`config.mk`:
```
export PLATFORM = sky130hd
export DESIGN_NAME = mips_boot_loader
export DESIGN_NICKNAME = d
export VERILOG_FILES = /design/src/rtl/mips_boot_loader.sv
export SDC_FILE = /design/constraint.sdc
export NUM_CORES = 1
export LEC_CHECK = 0
export CAP_MARGIN = 20
export CORE_MARGIN = 3
export CORE_UTILIZATION = 38
export DETAILED_ROUTE_END_ITERATION = 10
export DONT_BUFFER_PORTS = 1
export GPL_TIMING_DRIVEN = 0
export SLEW_MARGIN = 20
export SYNTH_ARGS = -nofsm -noshare
export SYNTH_HDL_FRONTEND = slang
export SYNTH_SLANG_ARGS = --single-unit
```
`constraint.sdc`:
```
create_clock -name clk -period 6.26 [get_ports clk]
set_input_delay 1.252 -clock clk [delete_from_list [all_inputs] [get_ports clk]]
set_output_delay 1.252 -clock clk [all_outputs]
set_load 0.05 [all_outputs]
```
`src/rtl/mips_boot_loader.sv`:
```
// Byte-serial program loader for pipe_MIPS32: parses a framed, checksummed image,
// writes it word-by-word into instruction memory, then releases the core at the frame base.
module mips_boot_loader #(
    parameter int          AW        = 10,   // 9..16: base address is assembled from two bytes
    parameter logic [7:0]  SYNC_BYTE = 8'hA5
) (
    input  logic          clk,
    input  logic          rst_n,
    input  logic          in_valid_i,
    input  logic [7:0]    in_data_i,
    output logic          in_ready_o,
    output logic          mem_we_o,
    output logic [AW-1:0] mem_addr_o,
    output logic [31:0]   mem_wdata_o,
    output logic          core_hold_o,
    output logic          core_start_o,
    output logic [31:0]   core_pc_o,
    output logic          busy_o,
    output logic          done_o,
    output logic          err_o
);

    typedef enum logic [3:0] {
        S_SYNC, S_CNT_HI, S_CNT_LO, S_ADR_HI, S_ADR_LO,
        S_DATA, S_CSUM, S_START, S_ERROR
    } state_t;

    state_t          state_q, state_d;
    logic [15:0]     cnt_q, cnt_d;       // words still to receive
    logic [AW-1:0]   base_q, base_d;
    logic [AW-1:0]   nxt_q, nxt_d;       // address of the word being assembled
    logic [1:0]      bidx_q, bidx_d;
    logic [23:0]     asm_q, asm_d;
    logic [7:0]      csum_q, csum_d;
    logic            we_q, we_d;
    logic [AW-1:0]   addr_q, addr_d;
    logic [31:0]     wdata_q, wdata_d;
    logic            hold_q, hold_d;
    logic [31:0]     pc_q, pc_d;
    logic            done_q, done_d;
    logic            err_q, err_d;
    logic            accept;

    assign accept = in_valid_i && (state_q != S_START);

    // NOTE: every variable gets a default before the case so no path leaves it unassigned (no latches).
    always_comb begin
        state_d = state_q;
        cnt_d   = cnt_q;
        base_d  = base_q;
        nxt_d   = nxt_q;
        bidx_d  = bidx_q;
        asm_d   = asm_q;
        csum_d  = csum_q;
        we_d    = 1'b0;
        addr_d  = addr_q;
        wdata_d = wdata_q;
        hold_d  = hold_q;
        pc_d    = pc_q;
        done_d  = done_q;
        err_d   = err_q;

        case (state_q)
            S_SYNC, S_ERROR: begin
                if (accept && in_data_i == SYNC_BYTE) begin
                    state_d = S_CNT_HI;
                    hold_d  = 1'b1;
                    done_d  = 1'b0;
                    err_d   = 1'b0;
                    csum_d  = 8'd0;
                    bidx_d  = 2'd0;
                    asm_d   = 24'd0;
                end
            end
            S_CNT_HI: if (accept) begin
                cnt_d[15:8] = in_data_i;
                csum_d      = csum_q + in_data_i;
                state_d     = S_CNT_LO;
            end
            S_CNT_LO: if (accept) begin
                cnt_d[7:0] = in_data_i;
                csum_d     = csum_q + in_data_i;
                state_d    = S_ADR_HI;
            end
            S_ADR_HI: if (accept) begin
                base_d  = AW'({in_data_i, 8'h00});
                csum_d  = csum_q + in_data_i;
                state_d = S_ADR_LO;
            end
            S_ADR_LO: if (accept) begin
                base_d  = {base_q[AW-1:8], in_data_i};
                nxt_d   = {base_q[AW-1:8], in_data_i};
                csum_d  = csum_q + in_data_i;
                state_d = (cnt_q == 16'd0) ? S_CSUM : S_DATA;
            end
            S_DATA: if (accept) begin
                csum_d = csum_q + in_data_i;
                if (bidx_q == 2'd3) begin
                    we_d    = 1'b1;
                    wdata_d = {asm_q, in_data_i};
                    addr_d  = nxt_q;
                    nxt_d   = nxt_q + AW'(1);   // wraps modulo 2^AW by width
                    bidx_d  = 2'd0;
                    cnt_d   = cnt_q - 16'd1;
                    if (cnt_q == 16'd1) state_d = S_CSUM;
                end else begin
                    asm_d  = {asm_q[15:0], in_data_i};
                    bidx_d = bidx_q + 2'd1;
                end
            end
            S_CSUM: if (accept) begin
                if (in_data_i == csum_q) begin
                    state_d = S_START;
                    hold_d  = 1'b0;
                    done_d  = 1'b1;
                    pc_d    = {{(32-AW){1'b0}}, base_q};
                end else begin
                    state_d = S_ERROR;
                    err_d   = 1'b1;
                end
            end
            S_START: state_d = S_SYNC;
            default: state_d = S_SYNC;
        endcase
    end

    // NOTE: sequential state uses non-blocking assignments only; every register is reset so a
    // mid-frame reset leaves no partial word or count behind.
    always_ff @(posedge clk) begin
        if (!rst_n) begin
            state_q <= S_SYNC;
            cnt_q   <= 16'd0;
            base_q  <= '0;
            nxt_q   <= '0;
            bidx_q  <= 2'd0;
            asm_q   <= 24'd0;
            csum_q  <= 8'd0;
            we_q    <= 1'b0;
            addr_q  <= '0;
            wdata_q <= 32'd0;
            hold_q  <= 1'b1;
            pc_q    <= 32'd0;
            done_q  <= 1'b0;
            err_q   <= 1'b0;
        end else begin
            state_q <= state_d;
            cnt_q   <= cnt_d;
            base_q  <= base_d;
            nxt_q   <= nxt_d;
            bidx_q  <= bidx_d;
            asm_q   <= asm_d;
            csum_q  <= csum_d;
            we_q    <= we_d;
            addr_q  <= addr_d;
            wdata_q <= wdata_d;
            hold_q  <= hold_d;
            pc_q    <= pc_d;
            done_q  <= done_d;
            err_q   <= err_d;
        end
    end

    assign in_ready_o   = (state_q != S_START);
    assign mem_we_o     = we_q;
    assign mem_addr_o   = addr_q;
    assign mem_wdata_o  = wdata_q;
    assign core_hold_o  = hold_q;
    assign core_start_o = (state_q == S_START);
    assign core_pc_o    = pc_q;
    assign busy_o       = (state_q != S_SYNC) && (state_q != S_ERROR);
    assign done_o       = done_q;
    assign err_o        = err_q;

endmodule

```
==> impl_metrics.py <==
metrics = {
    "floorplanning": {
        "num_io_pins": 92,
        "rows": 45,
        "fp.dieW_um": 133.0,
        "core-area_um2": 15480,
        "start_util": 0.3957,
        "die-height_um": 133.0,
        "die-area_um2": 17680,
    },
    "worst_setup_path": {
        "crit_type": "reg -> out",
        "required_ns": 5.01,
        "startpoint_type": "flop",
        "end_kind": "output port",
        "path_max_fanout": 8,
        "r2r_cells": 7,
        "crit_arrival_ns": 2.31,
        "r2r-start": "state_q[0]$_SDFFE_PN0P_",
        "timing.rr.end": "csum_q[7]$_SDFFE_PN0P_",
        "regToRegSetupSlack_ns": 3.59,
    },
    "flow_run": {
        "drv_cap": 0,
    },
    "timing": {
        "whs_ns": 0.4529,
        "fin_setup_tns_ns": 0,
        "tightest_slew_ns": 0.9388,
        "rsz0062_at_grt": "false",
        "drv_slew": 0,
        "finClkSkew_ns": 0.01032,
        "setup_viol": 0,
        "hold_violations": 0,
        "min_period_over_period": 0.5689,
        "slew_headroom": 0.3693,
        "fmax_mhz": 280.8,
        "period_needed_ns": 3.561,
    },
    "route": {
        "drt-initial-drc-count": 538,
        "routed_wl_um": 17990,
        "via_per_inst": 5.459,
        "wl_per_cell_um": 17.30,
        "drt-pass1-iter-count": 5,
        "detail-route-antenna-nets": 0,
        "vias": 5677,
        "drc": 0,
    },
    "global_routing": {
        "grt_pass1_wl_um": 28440,
        "grt_max_degree": 17,
        "track_usage": 0.2009,
        "antenna_found_initial": 0,
        "grt_pass1_vias": 5219,
        "gr-total-overflow": 0,
    },
    "logic_synthesis": {
        "syn_inst": 776,
        "synth_edf_count": 0,
        "synth_area_leaders": "dfxtp_1, a21oi_1, nand2_1",
        "syn-cell-area_um2": 6127,
        "synth_warnings": 0,
        "seq_area_frac_synth": 0.4247,
        "netlist.area_leader.share": 0.4247,
        "synth_area_leader_cell": "dfxtp_1",
        "ys_ff_latch": 130,
        "async_flop_share": 0,
        "synth_cell_types": 66,
        "syn_avg_cell_area_um2": 7.896,
        "ys.flop_type": "dfxtp_1",
    },
    "pwr": {
        "power.density_nw_per_um2": 287.1,
        "swShare": 0.2732,
        "total_power_mw": 2.024,
        "irDropWorstVdd_uv": 215.1,
        "p_switching_mw": 0.5532,
        "p_seq_frac": 0.420,
        "clockPowerShare": 0.485,
        "comb_power_share": 0.095,
        "power.internal_mw": 1.471,
        "p_leak_nw": 2.530,
    },
    "clock_network": {
        "ctsResizeCount": 0,
        "root_buffer": "clkbuf_16",
        "path_clk_slew_ns": 0.07,
        "post-cts-setup-buffer-count": 0,
        "numCtsBuffers": 17,
        "clk_latency_ns": 0.43,
        "htree_levels": 4,
        "ctsHoldBuffers": 0,
        "clock_sinks": 130,
        "cts_tree": "yes",
        "cts_buffer_depth": 2,
    },
    "finish": {
        "n_antenna_cell": 0,
        "drive_gt1_frac": 0.1146,
        "area_growth_pct": 15.09,
        "fin_nets": 840,
        "utilization": 0.4554,
    },
    "min_path": {
        "hold_depth": 2,
        "hold_path.class": "reg -> reg",
        "hp-start": "asm_q[19]$_SDFFE_PN0P_",
        "min_to": "mem_wdata_o[27]$_SDFFE_PN0P_",
    },
    "placed_design": {
        "gp_congestion": 0.9105,
        "hpwlAfterDp_um": 12570,
        "port_buffers": 0,
    },
    "run_status": {
        "outcome": "completed",
    },
}
==> area by class of cell <==
class                      count  area (um^2)
buffer                        77        416.7
clock buffer                  18        439.2
clock inverter                14        142.6
fill                        1574         8432
inverter                      10        37.54
multi-input combinational    580         3149
sequential                   130         2603
tap                          211        264.0
==> worst max-delay path, cell delays in order (launching register included) <==
cell,delay [ns]
dfxtp_1,0.47
nand4b_1,0.74
inv_1,0.67
==> how the worst max path moves through the flow <==
stage,from,endpoint,slack [ns],depth (start not counted)
final,state_q[0]$_SDFFE_PN0P_,core_start_o,2.70,2
after floorplan,in_data_i[0],csum_q[6]$_SDFFE_PN0P_,3.29,7
after detailed placement,in_data_i[3],core_pc_o[6]$_SDFFE_PN0P_,3.16,7
after CTS,state_q[0]$_SDFFE_PN0P_,core_start_o,2.69,2
after global routing,state_q[0]$_SDFFE_PN0P_,core_start_o,2.58,2
after global placement,state_q[0]$_SDFFE_PN0P_,core_start_o,3.16,2
==> power by group through the flow <==
stage / logic, mW / clock network, mW / registers (mW)
floorplan: 0.156 / 0 / 0.865
finish: 0.193 / 0.981 / 0.850
global route: 0.212 / 1.03 / 0.851
global placement: 0.189 / 0 / 0.868
CTS: 0.191 / 0.992 / 0.850
detailed placement: 0.190 / 0 / 0.868
==> metrics by stage <==
step                      worst slack, ns  cell area (um^2)  instances
after floorplan                     3.293              6206        797
after global placement              3.160              6470       1008
after detailed placement            3.156              6470       1008
after CTS                           2.694              7052       1040
after global routing                2.583              7052       1040
final                               2.699              7052       1040
==> sequential cells by signal (all words and copies together), names as in the netlist <==
| name | count |
|---|---|
| bidx_q | 2 |
| done_o | 1 |
| nxt_q | 10 |
| asm_q | 24 |
| mem_we_o | 1 |
| err_o | 1 |
| mem_wdata_o | 32 |
| csum_q | 8 |
| mem_addr_o | 10 |
| base_q | 10 |
| core_hold_o | 1 |
| core_pc_o | 10 |
| state_q | 4 |
| cnt_q | 16 |
==> layout by cell type, fill, tap and decap left out, drive strengths merged, types with 4 or more instances in the layout <==
master / Yosys / final
a211oi: 7 / 7
a21oi: 111 / 111
a22oi: 13 / 13
a311oi: 4 / 4
a31oi: 12 / 12
and3: 6 / 6
buf: 47 / 47
clkbuf: 30 / 48
clkinv: 1 / 4
conb: 1 / 22
dfxtp: 130 / 130
ha: 12 / 12
inv: 9 / 17
nand2: 136 / 136
nand2b: 5 / 5
nand3: 69 / 69
nand4: 5 / 5
nor2: 56 / 56
nor3: 14 / 14
nor3b: 4 / 4
nor4: 6 / 6
o21a: 4 / 4
o21ai: 29 / 29
o221a: 5 / 5
o22ai: 5 / 5
==> cell usage after synthesis (3+ instances only) <==
library cell / instances
clkbuf_1: 30
inv_1: 9
and2_1: 3
nand4_1: 4
o21ai_0: 28
and4bb_2: 3
xnor2_1: 3
nor3_1: 14
buf_4: 23
nor2_1: 55
a21oi_1: 111
buf_2: 21
dfxtp_1: 130
nand3_1: 69
nand2_1: 136
a31oi_1: 12
nand2b_1: 5
nor4bb_1: 3
nor4_1: 5
a22oi_1: 13
ha_1: 12
o22ai_1: 5
nor3b_1: 4
nand4b_1: 3
o221a_2: 5
a211oi_1: 6
a311oi_1: 4
a22o_1: 3
and3_1: 6
o21a_1: 4
==> kinds of logic (layout without fill, tap and decap cells) <==
| family | count (synthesis) | count (layout) | synth area share |
|---|---|---|---|
| AOI/OAI and AO/OA | 209 | 209 | 0.2038 |
| xor gates and xnor gates | 4 | 4 | 0.005719 |
| adders and majority gates | 13 | 13 | 0.02777 |
| buffers and inverters | 87 | 119 | 0.07413 |
| DFF | 130 | 130 | 0.4248 |
| muxes | 2 | 2 | 0.003267 |
| other | 1 | 22 | 0.0006120 |
| and+or+nand+nor | 330 | 330 | 0.2600 |
==> layer usage <==
| layer | track usage | routed length [um] |
|---|---|---|
| met5 | 0 | 0 |
| met4 | 0.06062 | 300 |
| met3 | 0.06008 | 1550 |
| met2 | 0.3045 | 7913 |
| met1 | 0.2760 | 8222 |
Note: power is estimated with default switching activity, not from simulation.
